$ cat config.mk
export PLATFORM = sky130hd
export DESIGN_NAME = expr_sweep_ctrl_flat
export DESIGN_NICKNAME = d
export VERILOG_FILES = /design/src/rtl/expr_sweep_ctrl_pkg.sv /design/src/rtl/expr_sweep_ctrl_if.sv /design/src/rtl/expr_sweep_ctrl.sv /design/src/flat_wrapper.sv
export SDC_FILE = /design/constraint.sdc
export NUM_CORES = 1
export LEC_CHECK = 0
export ABC_AREA = 1
export CORE_MARGIN = 3
export CORE_UTILIZATION = 54
export DETAILED_ROUTE_END_ITERATION = 7
export GPL_TIMING_DRIVEN = 0
export PLACE_DENSITY = 0.81
export SLEW_MARGIN = 30
export SYNTH_ARGS = -nofsm -noshare
export SYNTH_HDL_FRONTEND = slang
export SYNTH_SLANG_ARGS = --single-unit
$ cat constraint.sdc
create_clock -name clk -period 4.65 [get_ports clk]
set_input_delay 0.93 -clock clk [delete_from_list [all_inputs] [get_ports clk]]
set_output_delay 0.93 -clock clk [all_outputs]
set_load 0.01 [all_outputs]
$ cat src/rtl/expr_sweep_ctrl_pkg.sv
// Shared types and constants for the expression-evaluator sweep controller.
package expr_pkg;

  typedef enum logic [1:0] {
    IDLE  = 2'd0,
    DRIVE = 2'd1,
    DONE  = 2'd2
  } sweep_state_t;

  localparam int unsigned NVEC  = 16;
  localparam int unsigned VEC_W = 4;
  localparam int unsigned ERR_W = 5;
  localparam logic [NVEC-1:0] GOLDEN_TT_DEFAULT = 16'h3887;

endpackage

$ cat src/rtl/expr_sweep_ctrl_if.sv
// Request, evaluator and result signals of the sweep controller.
// The master side is the controller; the slave side is the requester plus evaluator.
interface expr_sweep_ctrl_if;
  import expr_pkg::*;

  logic                start;
  logic                abort;
  logic                nand_i;
  logic                nor_i;
  logic [VEC_W-1:0]    vec_o;
  logic                busy;
  logic                done;
  logic                result_valid;
  logic [NVEC-1:0]     tt_nand;
  logic [NVEC-1:0]     tt_nor;
  logic [NVEC-1:0]     mismatch_mask;
  logic [ERR_W-1:0]    err_cnt;
  logic                pass;

  modport master (
    input  start, abort, nand_i, nor_i,
    output vec_o, busy, done, result_valid, tt_nand, tt_nor,
           mismatch_mask, err_cnt, pass
  );

  modport slave (
    output start, abort, nand_i, nor_i,
    input  vec_o, busy, done, result_valid, tt_nand, tt_nor,
           mismatch_mask, err_cnt, pass
  );

endinterface

$ cat src/rtl/expr_sweep_ctrl.sv
// Built-in self-test sequencer: walks all 16 input vectors through the
// NAND-form and NOR-form evaluators, samples both outputs after a settle
// delay and grades them against the golden truth table.
module expr_sweep_ctrl
  import expr_pkg::*;
#(
  parameter int unsigned     SETTLE_CYCLES = 0,
  parameter logic [NVEC-1:0] GOLDEN_TT     = GOLDEN_TT_DEFAULT
) (
  input  logic               clk,
  input  logic               rst_n,
  expr_sweep_ctrl_if.master  bus
);

  localparam logic [3:0]       SETTLE_L = 4'(SETTLE_CYCLES);
  localparam logic [VEC_W-1:0] VEC_LAST = 4'd15;

  sweep_state_t     r_state, w_state_nxt;
  logic [VEC_W-1:0] r_vec, w_vec_nxt;
  logic [3:0]       r_cnt, w_cnt_nxt;
  logic [NVEC-1:0]  r_tt_nand, w_tt_nand_nxt;
  logic [NVEC-1:0]  r_tt_nor, w_tt_nor_nxt;
  logic [NVEC-1:0]  r_mask, w_mask_nxt;
  logic [ERR_W-1:0] r_err, w_err_nxt;
  logic             r_busy, w_busy_nxt;
  logic             r_done, w_done_nxt;
  logic             r_valid, w_valid_nxt;
  logic             r_pass, w_pass_nxt;
  logic             w_miss;

  // Mismatch of either evaluator form against the golden bit of the current vector.
  always_comb begin
    w_miss = (bus.nand_i != GOLDEN_TT[r_vec]) || (bus.nor_i != GOLDEN_TT[r_vec]);
  end

  // Next-state and next-output logic; abort takes priority over a sample edge.
  always_comb begin
    w_state_nxt   = r_state;
    w_vec_nxt     = r_vec;
    w_cnt_nxt     = r_cnt;
    w_tt_nand_nxt = r_tt_nand;
    w_tt_nor_nxt  = r_tt_nor;
    w_mask_nxt    = r_mask;
    w_err_nxt     = r_err;
    w_busy_nxt    = 1'b0;
    w_done_nxt    = 1'b0;
    w_valid_nxt   = r_valid;
    w_pass_nxt    = r_pass;
    case (r_state)
      IDLE: begin
        if (bus.start) begin
          w_state_nxt   = DRIVE;
          w_vec_nxt     = 4'd0;
          w_cnt_nxt     = 4'd0;
          w_tt_nand_nxt = 16'h0000;
          w_tt_nor_nxt  = 16'h0000;
          w_mask_nxt    = 16'h0000;
          w_err_nxt     = 5'd0;
          w_valid_nxt   = 1'b0;
          w_pass_nxt    = 1'b0;
          w_busy_nxt    = 1'b1;
        end else begin
          w_state_nxt = IDLE;
        end
      end
      DRIVE: begin
        if (bus.abort) begin
          w_state_nxt = IDLE;
        end else if (r_cnt == SETTLE_L) begin
          w_cnt_nxt              = 4'd0;
          w_tt_nand_nxt[r_vec]   = bus.nand_i;
          w_tt_nor_nxt[r_vec]    = bus.nor_i;
          if (w_miss) begin
            w_mask_nxt[r_vec] = 1'b1;
            w_err_nxt         = r_err + 5'd1;
          end else begin
            w_err_nxt = r_err;
          end
          if (r_vec == VEC_LAST) begin
            w_state_nxt = DONE;
            w_done_nxt  = 1'b1;
            w_valid_nxt = 1'b1;
            w_pass_nxt  = (w_err_nxt == 5'd0);
          end else begin
            w_vec_nxt  = r_vec + 4'd1;
            w_busy_nxt = 1'b1;
          end
        end else begin
          w_cnt_nxt  = r_cnt + 4'd1;
          w_busy_nxt = 1'b1;
        end
      end
      DONE: begin
        w_state_nxt = IDLE;
      end
      default: begin
        w_state_nxt = IDLE;
      end
    endcase
  end

  // State and output registers with synchronous active-low reset.
  always_ff @(posedge clk) begin
    if (!rst_n) begin
      r_state   <= IDLE;
      r_vec     <= 4'd0;
      r_cnt     <= 4'd0;
      r_tt_nand <= 16'h0000;
      r_tt_nor  <= 16'h0000;
      r_mask    <= 16'h0000;
      r_err     <= 5'd0;
      r_busy    <= 1'b0;
      r_done    <= 1'b0;
      r_valid   <= 1'b0;
      r_pass    <= 1'b0;
    end else begin
      r_state   <= w_state_nxt;
      r_vec     <= w_vec_nxt;
      r_cnt     <= w_cnt_nxt;
      r_tt_nand <= w_tt_nand_nxt;
      r_tt_nor  <= w_tt_nor_nxt;
      r_mask    <= w_mask_nxt;
      r_err     <= w_err_nxt;
      r_busy    <= w_busy_nxt;
      r_done    <= w_done_nxt;
      r_valid   <= w_valid_nxt;
      r_pass    <= w_pass_nxt;
    end
  end

  assign bus.vec_o         = r_vec;
  assign bus.busy          = r_busy;
  assign bus.done          = r_done;
  assign bus.result_valid  = r_valid;
  assign bus.tt_nand       = r_tt_nand;
  assign bus.tt_nor        = r_tt_nor;
  assign bus.mismatch_mask = r_mask;
  assign bus.err_cnt       = r_err;
  assign bus.pass          = r_pass;

endmodule

$ cat src/flat_wrapper.sv
// flat-port wrapper written by rule: the top's interface ports become plain ports
module expr_sweep_ctrl_flat import expr_pkg::*;
#(
  parameter int unsigned     SETTLE_CYCLES = 0,
  parameter logic [NVEC-1:0] GOLDEN_TT     = GOLDEN_TT_DEFAULT
)
  (clk, rst_n, bus_start, bus_abort, bus_nand_i, bus_nor_i, bus_vec_o, bus_busy, bus_done, bus_result_valid, bus_tt_nand, bus_tt_nor, bus_mismatch_mask, bus_err_cnt, bus_pass);
  expr_sweep_ctrl_if bus_i ();
  input  logic clk;
  input  logic rst_n;
  input wire logic [$bits(bus_i.start)-1:0] bus_start;
  input wire logic [$bits(bus_i.abort)-1:0] bus_abort;
  input wire logic [$bits(bus_i.nand_i)-1:0] bus_nand_i;
  input wire logic [$bits(bus_i.nor_i)-1:0] bus_nor_i;
  output wire logic [$bits(bus_i.vec_o)-1:0] bus_vec_o;
  output wire logic [$bits(bus_i.busy)-1:0] bus_busy;
  output wire logic [$bits(bus_i.done)-1:0] bus_done;
  output wire logic [$bits(bus_i.result_valid)-1:0] bus_result_valid;
  output wire logic [$bits(bus_i.tt_nand)-1:0] bus_tt_nand;
  output wire logic [$bits(bus_i.tt_nor)-1:0] bus_tt_nor;
  output wire logic [$bits(bus_i.mismatch_mask)-1:0] bus_mismatch_mask;
  output wire logic [$bits(bus_i.err_cnt)-1:0] bus_err_cnt;
  output wire logic [$bits(bus_i.pass)-1:0] bus_pass;
  assign bus_i.start = bus_start;
  assign bus_i.abort = bus_abort;
  assign bus_i.nand_i = bus_nand_i;
  assign bus_i.nor_i = bus_nor_i;
  assign bus_vec_o = bus_i.vec_o;
  assign bus_busy = bus_i.busy;
  assign bus_done = bus_i.done;
  assign bus_result_valid = bus_i.result_valid;
  assign bus_tt_nand = bus_i.tt_nand;
  assign bus_tt_nor = bus_i.tt_nor;
  assign bus_mismatch_mask = bus_i.mismatch_mask;
  assign bus_err_cnt = bus_i.err_cnt;
  assign bus_pass = bus_i.pass;
  expr_sweep_ctrl #(.SETTLE_CYCLES(SETTLE_CYCLES), .GOLDEN_TT(GOLDEN_TT)) u_core (.clk(clk), .rst_n(rst_n), .bus(bus_i));
endmodule
==> impl_results.md <==
* Outcome: completed
* Mapped Area at 3060 µm²
* Detailed Route WL at 7630 µm
* Share of layout cells above drive strength 1 at 9.27%
* R2R depth at 12
* Crit path time final at 2350 ps
* VDD IR max at 224 µV
* Clock skew at 13.5 ps
* Total core area at 5300 µm²
* Initial antenna violation count at 0
* DRT iter0 DRCs at 218
* I/O Buffers at 65
* Top_reg_cell synth: dfxtp_1
* CP Launch Type: flop
* Crit path capture: bus_vec_o[0]
* Sequential Area at 1360 µm²
* Final Max Slew Viols at 0
* Post-synth top cells: nand2_1, dfxtp_1, a21oi_1
* Fin crit share at 50.6%
* Htree depth at 3
* FFs w/ async S/R, synth at 0%
* Initial core utilization at 57.7%
* Mean Syn Cell Area at 7.37 µm²
* Post-synth EDFFs at 0
* Pin count of the biggest net entering global routing at 13
* Worst path cell trace: clkdlybuf4s50_1
* CP arrival at 1420 ps
* R2R Setup Slk at 2730 ps
* Leading post-synthesis cells by cell area: dfxtp_1, nand2_1, a21oi_1
* Clk network pwr share at 44.5%
* Max cap viols at 0
* TNS Setup at 0 ps
* FF-to-FF Start: u_core.bus.vec_o[0]$_SDFFE_PN0N_
* Most numerous cell in the Yosys netlist: nand2_1
* Reg power frac at 45.3%
* Syn_nets at 428
* Pint at 0.991 mW
* Critical path endpoint category: output port
* Post-synthesis sequential area ratio at 44.5%
* RD Place Congestion at 0.883
* Resize count post-CTS at 0
* Setup violators final at 0
* Post-route ant nets at 0
* Critical Path Fanout Max at 8
* Crit-path leading delay family: buffers and inverters
* Placed cell areas at 3800 µm²
* First-pass GRT wire length at 12700 µm
* Core Rows at 26
* Setup Fix Bufs, Post-CTS at 0
* Yosys warns at 0
* Slowest stage cell, crit path: clkdlybuf4s50_1
* First-pass detailed-route iteration total at 5
* CTS Sinks at 68
* Cell count after synthesis at 415
* Routed vias/inst at 5.15
* Via count at 2915
* Fillers at 418
* Total CTS buffers at 9
* # hold bufs at CTS at 0
* Worst EP required at 3720 ps
* NetSw at 0.321 mW
* Buffer and inverter count on the worst path at 1
* Die width at 81.3 µm
* Die Height at 81.3 µm
* Min-delay worst type: flop to flop
* Slew margin rel. at 64.0%
* Sw Ratio at 24.5%
* Die area at 6600 µm²
* Post-route cell area at 4040 µm²
* Logic pwr share at 10.3%
* Clk buf depth at 2
* Post-DP HPWL at 5620 µm
* Nets at 504
* Multi-input gate area at 1440 µm²
* Layout area overhead at 31.9%
* Hold Slack at 448 ps
* Least-Margin Pin Slew at 540 ps
* Logic depth of the worst path, buffers included at 1
* Power Density at 325 nW/µm²
* Root Buffer Master: clkbuf_8
* Avg WL per Cell at 13.5 µm
* Post-synth top area cell: dfxtp_1
* Post-synthesis register bit count at 68
* Crit path kind: flop to output port
* GRT Util Overall at 25.3%
* Yosys cell types at 31
* Total gr overflow at 0
* Drt drc at 0
* Synth top area share at 44.5%
* Clk_lat worst skew at 340 ps
* RSZ-0062 raised after global routing: no
* Pleak at 1.47 nW
* Hold Vio Cnt, Final at 0
* Number of global-route vias before repair at 2768
* Max incr delay on CP at 590 ps
* Worst-path clk slew at 70 ps
* CTS tree: done
* Ant. Diodes at 0
* Fmax at 425 MHz
* I/O Pins at 67
* Crit path launch: u_core.bus.vec_o[0]$_SDFFE_PN0N_
-- per-stage QoR --
stage	cells	power (mW)	utilization (%)	setup slack, ps
2_1_floorplan	415	0.704	-	2700
3_3_place_gp	550	0.737	71.6	2070
3_5_place_dp	550	0.739	71.6	2000
4_1_cts	566	1.31	76.1	2300
5_1_grt	566	1.35	76.1	2200
6_report	566	1.31	76.1	2300
-- area by class of cell --
class                      instances  area share (%)
buffer                            12            1.92
clock buffer                      10            3.16
clock inverter                     6            2.76
inverter                          47            4.49
multi-input combinational        288            35.6
sequential                        68            33.7
tap                               70            2.17
timing repair buffer              65            16.1
-- power groups by stage --
stage	Sequential [mW]	Clock [mW]	Combinational (mW)
3_3_place_gp	0.607	0	0.130
5_1_grt	0.594	0.606	0.149
3_5_place_dp	0.607	0	0.132
4_1_cts	0.594	0.584	0.133
2_1_floorplan	0.608	0	0.0956
6_report	0.594	0.584	0.135
-- state kept, by name, indices dropped and copies added, names as in the netlist, named ones only --
name,count
u_core.bus.busy,1
u_core.bus.done,1
u_core.bus.err_cnt,5
u_core.bus.mismatch_mask,16
u_core.bus.pass,1
u_core.bus.result_valid,1
u_core.bus.tt_nand,16
u_core.bus.tt_nor,16
u_core.bus.vec_o,4
u_core.r_cnt,4
u_core.r_state,2
-- cell usage in the layout, fill, tap and decap left out, types with 4 or more instances in the layout --
| cell type | Yosys | final |
|---|---|---|
| buf_6 | 4 | 4 |
| dfxtp_1 | 68 | 68 |
| ha_1 | 7 | 7 |
| nand3_1 | 12 | 12 |
| nor2_1 | 27 | 27 |
| clkbuf_8 | 0 | 9 |
| nand4_1 | 5 | 5 |
| clkdlybuf4s50_1 | 0 | 65 |
| nor3_1 | 4 | 4 |
| a21oi_1 | 62 | 62 |
| o21ai_0 | 7 | 7 |
| nand2_1 | 136 | 136 |
| inv_1 | 40 | 40 |
| o21ai_2 | 9 | 9 |
| clkbuf_1 | 6 | 7 |
-- metal layers --
layer	vias up	global-route usage [%]	share of wire (%)
met2	101	40.0	46
met4	0	10.3	1.6
li1	1467	-	-
met1	1337	33.4	45
met3	10	5.32	7.3
met5	-	0	0
-- worst min-delay path by stage --
stage                                                         start                                         to  cells after the start  slack, ps
final                     u_core.bus.mismatch_mask[13]$_SDFFE_PN0P_  u_core.bus.mismatch_mask[13]$_SDFFE_PN0P_                      2        450
after global routing      u_core.bus.mismatch_mask[10]$_SDFFE_PN0P_  u_core.bus.mismatch_mask[10]$_SDFFE_PN0P_                      2        470
after CTS                 u_core.bus.mismatch_mask[13]$_SDFFE_PN0P_  u_core.bus.mismatch_mask[13]$_SDFFE_PN0P_                      2        450
after detailed placement  u_core.bus.mismatch_mask[13]$_SDFFE_PN0P_  u_core.bus.mismatch_mask[13]$_SDFFE_PN0P_                      2        440
after global placement    u_core.bus.mismatch_mask[11]$_SDFFE_PN0P_  u_core.bus.mismatch_mask[11]$_SDFFE_PN0P_                      2        440
after floorplan                        u_core.r_cnt[0]$_SDFFE_PN0P_               u_core.r_cnt[0]$_SDFFE_PN0P_                      2        460
-- cell families after synthesis --
family                   share of synthesized area, %
adder cells (fa/ha/maj)                          2.86
buffers and inverters                            8.47
AND/OR/NAND/NOR                                  28.1
AO/OA/AOI/OAI                                    15.2
XOR/XNOR                                        0.859
flip-flops                                       44.5
No activity file was read; power rests on OpenSTA's default activity.
